### src/rtl/vector_reg_bank_hi_pkg.sv
// Shared definitions for the upper vector register bank (V8..V15) and its serial loader.
package vector_reg_bank_hi_pkg;

  localparam int VEC_I = 20;
  localparam int VEC_L = 8;

  typedef logic [VEC_I-1:0][VEC_L-1:0] vec_t;

  typedef enum logic [1:0] {
    LD_IDLE = 2'd0,
    LD_LOAD = 2'd1,
    LD_DONE = 2'd2
  } ld_state_t;

  localparam logic [3:0] VBANK_HI_BASE = 4'b1000;

endpackage

### src/rtl/vector_lane_loader.sv
// Lane-serial load engine: accepts one element per ready/valid handshake and
// emits a per-cycle lane write strobe for the register bank.
module vector_lane_loader
  import vector_reg_bank_hi_pkg::*;
#(
  parameter int I  = VEC_I,
  parameter int L  = VEC_L,
  parameter int CW = (I > 1) ? $clog2(I) : 1
) (
  input  logic          clk,
  input  logic          rst_n,
  input  logic          ld_start,
  input  logic [3:0]    ld_addr,
  input  logic          ld_valid,
  input  logic [L-1:0]  ld_data,
  output logic          ld_ready,
  output logic          ld_busy,
  output logic          ld_done,
  output logic          ld_err,
  output logic          lane_we,
  output logic [CW-1:0] lane_idx,
  output logic [2:0]    lane_reg,
  output logic [L-1:0]  lane_data
);

  ld_state_t     state;
  logic [CW-1:0] cnt;
  logic [2:0]    reg_idx;
  logic          err_q;

  // Handshake outputs depend on state only, so there is no valid->ready path.
  assign ld_ready  = (state == LD_LOAD);
  assign ld_busy   = (state != LD_IDLE);
  assign ld_done   = (state == LD_DONE);
  assign ld_err    = err_q;

  assign lane_we   = ld_ready && ld_valid;
  assign lane_idx  = cnt;
  assign lane_reg  = reg_idx;
  assign lane_data = ld_data;

  always_ff @(posedge clk or negedge rst_n) begin
    if (!rst_n) begin
      state   <= LD_IDLE;
      cnt     <= '0;
      reg_idx <= '0;
      err_q   <= 1'b0;
    end else begin
      err_q <= 1'b0;
      case (state)
        LD_IDLE: begin
          if (ld_start) begin
            if (ld_addr[3] == VBANK_HI_BASE[3]) begin
              reg_idx <= ld_addr[2:0];
              cnt     <= '0;
              state   <= LD_LOAD;
            end else begin
              err_q <= 1'b1;
            end
          end
        end
        LD_LOAD: begin
          // The final accept leaves the counter at I-1 rather than wrapping.
          if (ld_valid) begin
            if (cnt == CW'(I - 1)) begin
              state <= LD_DONE;
            end else begin
              cnt <= cnt + CW'(1);
            end
          end
        end
        LD_DONE: begin
          state <= LD_IDLE;
        end
        default: begin
          state <= LD_IDLE;
        end
      endcase
    end
  end

endmodule

### src/rtl/vector_reg_bank_hi.sv
// Storage for vector registers V8..V15 with a masked full-vector write port
// and a lane-serial load engine; contents drive D08..D15 continuously.
module vector_reg_bank_hi
  import vector_reg_bank_hi_pkg::*;
#(
  parameter int I = VEC_I,
  parameter int L = VEC_L
) (
  input  logic                clk,
  input  logic                rst_n,
  input  logic                wr_en,
  input  logic [3:0]          wr_addr,
  input  logic [I-1:0]        wr_mask,
  input  logic [I-1:0][L-1:0] wr_data,
  input  logic                ld_start,
  input  logic [3:0]          ld_addr,
  input  logic                ld_valid,
  input  logic [L-1:0]        ld_data,
  output logic                ld_ready,
  output logic                ld_busy,
  output logic                ld_done,
  output logic                ld_err,
  output logic [I-1:0][L-1:0] D08,
  output logic [I-1:0][L-1:0] D09,
  output logic [I-1:0][L-1:0] D10,
  output logic [I-1:0][L-1:0] D11,
  output logic [I-1:0][L-1:0] D12,
  output logic [I-1:0][L-1:0] D13,
  output logic [I-1:0][L-1:0] D14,
  output logic [I-1:0][L-1:0] D15
);

  localparam int CW = (I > 1) ? $clog2(I) : 1;

  logic [I-1:0][L-1:0] bank [8];

  logic          lane_we;
  logic [CW-1:0] lane_idx;
  logic [2:0]    lane_reg;
  logic [L-1:0]  lane_data;
  logic          full_hit;

  vector_lane_loader #(
    .I  (I),
    .L  (L),
    .CW (CW)
  ) u_loader (
    .clk       (clk),
    .rst_n     (rst_n),
    .ld_start  (ld_start),
    .ld_addr   (ld_addr),
    .ld_valid  (ld_valid),
    .ld_data   (ld_data),
    .ld_ready  (ld_ready),
    .ld_busy   (ld_busy),
    .ld_done   (ld_done),
    .ld_err    (ld_err),
    .lane_we   (lane_we),
    .lane_idx  (lane_idx),
    .lane_reg  (lane_reg),
    .lane_data (lane_data)
  );

  assign full_hit = wr_en && (wr_addr[3] == VBANK_HI_BASE[3]);

  // A masked full write to the same lane wins over the loader's element.
  always_ff @(posedge clk or negedge rst_n) begin
    if (!rst_n) begin
      for (int r = 0; r < 8; r++) begin
        bank[r] <= '0;
      end
    end else begin
      for (int r = 0; r < 8; r++) begin
        for (int k = 0; k < I; k++) begin
          if (full_hit && (wr_addr[2:0] == 3'(r)) && wr_mask[k]) begin
            bank[r][k] <= wr_data[k];
          end else if (lane_we && (lane_reg == 3'(r)) && (lane_idx == CW'(k))) begin
            bank[r][k] <= lane_data;
          end
        end
      end
    end
  end

  assign D08 = bank[0];
  assign D09 = bank[1];
  assign D10 = bank[2];
  assign D11 = bank[3];
  assign D12 = bank[4];
  assign D13 = bank[5];
  assign D14 = bank[6];
  assign D15 = bank[7];

endmodule

### config.mk
export PLATFORM = sky130hd
export DESIGN_NAME = vector_reg_bank_hi
export DESIGN_NICKNAME = d
export VERILOG_FILES = /design/src/rtl/vector_reg_bank_hi_pkg.sv /design/src/rtl/vector_lane_loader.sv /design/src/rtl/vector_reg_bank_hi.sv
export SDC_FILE = /design/constraint.sdc
export NUM_CORES = 2
export LEC_CHECK = 0
export ABC_AREA = 1
export BUFFER_PORTS_ARGS = -buffer_cell sky130_fd_sc_hd__buf_2
export CORE_AREA = 2 2 583 585
export DETAILED_ROUTE_END_ITERATION = 10
export DIE_AREA = 0 0 585 587
export MAX_ROUTING_LAYER = met4
export RECOVER_POWER = 100
export SLEW_MARGIN = 20
export SYNTH_ARGS = -nofsm -noshare
export SYNTH_HDL_FRONTEND = slang
export SYNTH_HIERARCHICAL = 1
export SYNTH_SLANG_ARGS = --single-unit
### constraint.sdc
create_clock -name clk -period 4.7 [get_ports clk]
set_input_delay 0.94 -clock clk [delete_from_list [all_inputs] [get_ports clk]]
set_output_delay 0.94 -clock clk [all_outputs]
set_load 0.01 [all_outputs]
* Word level (Yosys, flattened, before mapping) *
Index checks and enable logic that the tools add are counted.

storage, ports and cells
  register bits after elaboration = 1291

operators by class
  $add $sub $neg = 1
  equality and inequality tests = 40
  muxes and demuxes = 333
  reduce and logical (&&, ||, !) cells = 507

operators by type and width
  cell                                            count
  2-to-1 mux 8 bit                                320
  logical AND 1 bit                               338
  nonzero test 2 bit                              162
  == test 5 x 4 -> 1 bit (second input constant)  8
  == test 3 bit (second input constant)           8
  == test 5 x 3 -> 1 bit (second input constant)  4
  == test 5 bit (second input constant)           4
  2-to-1 mux 5 bit                                4
  == test 3 x 2 -> 1 bit (second input constant)  4
  == test 5 x 2 -> 1 bit (second input constant)  2
  inequality test 2 bit (second input constant)   5
  case mux 5 bit (2 select lines)                 1
  2-to-1 mux 2 bit                                4
  == test 3 x 1 -> 1 bit (second input constant)  2
  zero test 3 bit                                 2
  adder 5 x 1 -> 5 bit (second input constant)    1
  == test 5 x 1 -> 1 bit (second input constant)  1
  zero test 5 bit                                 1
  AND reduction 5 bit                             1
  case mux 2 bit (2 select lines)                 1
  AND reduction 4 bit                             1
  2-to-1 mux 1 bit                                3
  AND reduction 3 bit                             1
  == test 2 x 1 -> 1 bit (second input constant)  1
  other kinds (2)                                 2

* Depth between registers and ports, before layout *
  word-level depth = 6
  gate-level depth with buffers = 12
  gate-level depth less buffers = 11

* Cells and area by module *
Netlist, hierarchy kept.

by module, submodules not included
  module              times used  cells each  area an instance (µm²)  sequential area each (µm²)
  vector_reg_bank_hi  1           10487       73017.5                 32030.7
  vector_lane_loader  1           77          638.1                   275.3

* Least setup slack after synthesis *
No wires, ideal clock.

  path type = in2reg
  start = input port ld_valid
  end = register bank (netlist bit D12[10])
  library setup time = 66 ps
  data arrival time = 2279 ps
  required time = 4634 ps
  slack = 2355 ps
  stages = 9
  path buffers = 1
  path through = inv_1 -> nor2_4 -> nand2_1 -> nor2_1 -> clkbuf_1 -> nand3_1 -> nand2_1 -> nand2_1 -> nand2_1

between the ends
  cells in the longest elaborated chain, start to end = 4

RTL lines
  what                             line                      RTL
  start, declared                  vector_reg_bank_hi.sv:17  input logic ld_valid,
  logical AND 1 bit                vector_lane_loader.sv:37  assign lane_we = ld_ready && ld_valid;
  via lane_we                      vector_reg_bank_hi.sv:37  logic lane_we;
  logical AND 1 bit (2 in series)  vector_reg_bank_hi.sv:77  end else if (lane_we && (lane_reg == 3'(r)) && (lane_idx == CW'(k))) begin
  nonzero test 2 bit (no line)     --
  end signal, assigned by index    vector_reg_bank_hi.sv:76  bank[r][k] <= wr_data[k];
  end signal, assigned by index    vector_reg_bank_hi.sv:78  bank[r][k] <= lane_data;
  end, declared                    vector_reg_bank_hi.sv:35  logic [I-1:0][L-1:0] bank [8];

The timed path passes the listed nets, and every way through them passes these cells.
A chain may end at the register's enable or synchronous reset.

* Worst setup path in the final report *
  start = register u_loader.state[0]
  end = register bank (netlist bit D10[130])

between the ends
  cells in the longest elaborated chain, start to end = 5

RTL lines
  what                             line                      RTL
  start, declared                  vector_lane_loader.sv:26  ld_state_t state;
  start signal, assigned           vector_lane_loader.sv:44  state <= LD_IDLE;
  start signal, assigned           vector_lane_loader.sv:56  state <= LD_LOAD;
  start signal, assigned           vector_lane_loader.sv:66  state <= LD_DONE;
  == test 2 x 1 -> 1 bit           vector_lane_loader.sv:32  assign ld_ready = (state == LD_LOAD);
  logical AND 1 bit                vector_lane_loader.sv:37
  via lane_we                      vector_reg_bank_hi.sv:37
  logical AND 1 bit (2 in series)  vector_reg_bank_hi.sv:77
  nonzero test 2 bit (no line)     --

The timed path passes the listed nets, and every way through them passes these cells.

==> implementation parameters <==
Parameter                              Value

Status
  Status ... finished with violations
  Violated checks ... max-capacitance violations, max-slew violations

Synth
  XOR/XNOR Fraction of Synth Area ... 0.0119%
  Number of nets produced by synthesis ... 10800
  Prevailing post-synth register cell ... sky130_fd_sc_hd__dfrtp_1
  Simple-gate portion of the synthesized area ... 50.0%
  Yosys synthesis warning count ... 6
  Library cell with the largest summed area after synthesis ... sky130_fd_sc_hd__dfrtp_1
  Main combinational cell family by area after synthesis ... simple AND/OR/NAND/NOR gates
  Mapped Avg Cell Area ... 6.97 um^2
  Post-synthesis sequential element count ... 1291
  Synth Area in Adders ... 0.0170%
  Area share of the largest cell type after synthesis ... 43.9%
  Count of unique library cells instantiated by Yosys ... 29
  Seq/Total Area, Yosys ... 43.9%
  Count of flip-flops with a built-in enable after synthesis ... 0
  Synth Area in Compound Gates ... 0.204%
  Cells taking the most area after synthesis ... sky130_fd_sc_hd__dfrtp_1, sky130_fd_sc_hd__nand2_1, sky130_fd_sc_hd__nand4_1
  Post-Synthesis Cells ... 10600
  Cell area after synthesis ... 0.0737 mm^2
  Fraction of synthesized area in multiplexers ... 0%
  Async set-reset flop share out of synthesis ... 100%

Critical path
  Critical path launch point ... u_loader/state[0]
  Arrival time of data at the critical path endpoint ... 4.62 ns
  Most common cell type on the critical path ... sky130_fd_sc_hd__nand2_1
  Reg2reg setup slack ... 0.79 ns
  Worst reg2reg startpoint ... u_loader/state[0]
  Required time at the worst-slack endpoint ... 5.41 ns
  Kind of launch point of the worst setup path ... register
  Cells along the critical path ... nand2_2 > nor2_4 > nand2_1 > inv_1 > nand2_1 > clkinvlp_2 > nand2_1 > nand2_1 > nand2_1 > nand2_1
  R2R depth ... 10
  Crit Path Class ... reg2reg
  Highest-delay cell along the critical path ... sky130_fd_sc_hd__clkinvlp_2
  FF-to-FF End ... D10[130]
  Maximum fanout count along the critical path ... 11
  Biggest cell delay along the critical path ... 1.27 ns
  Crit. End Element ... register

Detailed routing
  ANT nets after route ... 0
  Number of design-rule violations left by the first detailed-router iteration ... 10400
  Wire length after detailed routing ... 413000 um
  Via density per instance ... 5.13
  Routed wire length per instance ... 25.5 um
  Routed vias ... 83200
  DRC violation count after routing ... 0
  1st-pass router iterations ... 7

STA
  Final TNS setup ... 0 ns
  Transition time at the pin with the least slew margin ... 3.31 ns
  Final count of negative-setup-slack endpoints ... 0
  Hold Violations, Final ... 0
  Setup repair after global routing missed its margin ... false
  Worst Skew ... 0.0265 ns
  Worst hold margin ... 0.276 ns
  Period utilisation layout ... 83.1%
  Minimum period implied by the final worst setup slack ... 3.91 ns
  Slew Viols, Final ... 96
  Max Freq ... 256 MHz
  Relative slew margins ... -120%

Die
  Die X-Extent ... 585 um
  Placement Rows ... 214
  Core ar. ... 0.338 mm^2
  Die Y-Extent ... 587 um
  Starting density of the core ... 21.8%
  IO Pins ... 1485
  Die Area ... 0.343 mm^2

CTS
  Max Root-Sink Buffers ... 4
  Hold-fix buffers at CTS ... 0
  CTS root buffer ... sky130_fd_sc_hd__clkbuf_16
  Total number of clock tree sinks ... 1291
  Maximum level of the CTS H-tree ... 4
  Clock transition time at the flip-flop clock pins of the worst setup and hold paths ... 0.06 ns
  Cells resized by post-CTS repair ... 0
  Skew-Pair Late Insertion Delay ... 0.84 ns
  Number of setup buffers added after CTS ... 0
  Clock tree from TritonCTS ... built
  CTS Buf Count ... 160

Power
  Peak supply drop ... 275 uV
  Power, Total ... 44000 uW
  Static leakage power ... 0.0457 uW
  Cell area power density ... 495 mW/mm^2

Placed design
  Final GP Congestion ... 0.967
  HPWL after detailed placement ... 300000 um
  Count of input and output buffers ... 1484

Min path
  Classification of the worst-slack hold path ... in2reg
  Hold Crit Start ... ld_addr[3]
  Worst hold path depth ... 2
  Hold worst-path end ... u_loader/ld_err

Job
  Max-cap violation count ... 4

Cells and area
  Count of filler cells inserted in the layout ... 38000
  Number of nets at the end of the flow ... 11700
  Sequential cell area in the final layout ... 0.0323 mm^2
  Area growth, synth to finish ... 20.5%
  Layout cell share with drive strength beyond 1 ... 7.16%
  Multi-input combinational cell area ... 0.0368 mm^2

GRT
  Overflow left after global routing ... 0
  Antenna violations before repair ... 65
  Global Route Usage Sum ... 23.6%
  Via count of the first global-routing pass ... 74600
  Global-route wire length before repair ... 575000 um
  Pin count of the biggest net entering global routing ... 120
-- cells in the mapped netlist (36+ instances only) --
master	instances
sky130_fd_sc_hd__nand2_2	60
sky130_fd_sc_hd__clkbuf_1	464
sky130_fd_sc_hd__nand2_1	5369
sky130_fd_sc_hd__buf_1	118
sky130_fd_sc_hd__nand3_2	88
sky130_fd_sc_hd__dfrtp_1	1291
sky130_fd_sc_hd__buf_4	36
sky130_fd_sc_hd__buf_2	188
sky130_fd_sc_hd__nand3_1	1385
sky130_fd_sc_hd__nand4_1	1284
sky130_fd_sc_hd__clkbuf_2	160
-- placed cells by master (no fill, tap or decap), drive strengths merged, types with 10 or more instances in the layout --
| cell | instances |
|---|---|
| buf | 442 |
| bufinv | 11 |
| clkbuf | 1521 |
| clkinv | 43 |
| clkinvlp | 10 |
| dfrtp | 1291 |
| diode | 37 |
| inv | 38 |
| nand2 | 5430 |
| nand3 | 1480 |
| nand4 | 1284 |
| nor2 | 41 |
| o21ai | 30 |
-- where the power goes --
group	switching (uW)	internal [uW]
clock network	5540	7290
registers	3230	14500
logic	9700	3690
-- layout make-up --
class	count	share of cell area [%]
well taps	4536	6.39
diodes	37	0.104
clock inverters	68	0.878
clock buffers	213	5.01
repair buffers	1750	9.60
multi-input cells	8270	41.5
inverters	34	0.162
flip-flops and latches	1291	36.4
-- critical path, delay by kind of cell, from the launching register on --
kind | cells | cell delay, ns
DFF | 1 | 0.41
buffers and inverters | 2 | 1.35
and+or+nand+nor | 8 | 1.94
-- worst max-delay path by stage --
stage / end / depth (start not counted)
after floorplan: D12[10] / 9
after global placement: D13[22] / 10
after detailed placement: D09[102] / 12
after CTS: D12[14] / 7
after global routing: D10[59] / 11
final: D10[130] / 10
-- kinds of logic after synthesis --
logic type                 Yosys count
adders and majority gates            1
xor gates and xnor gates             1
buffers and inverters             1003
DFF                               1291
AOI/OAI and AO/OA                   30
and+or+nand+nor                   8238
-- metal layers --
layer  share of wire, %  track usage (%)
met5                  0                -
met4                8.8             17.4
met3                 12             6.56
met2                 42             33.4
met1                 38             28.5
-- stage by stage --
stage,setup slack [ns],area [um^2],cells,utilization (%)
global placement,1.22,85400,15900,25.3
CTS,1.49,90600,16200,26.8
global route,0.740,88800,16200,26.3
floorplan,2.36,73700,10600,-
detailed placement,1.12,85400,15900,25.3
finish,0.793,88800,16200,26.3
Note: power is estimated with default switching activity, not from simulation.
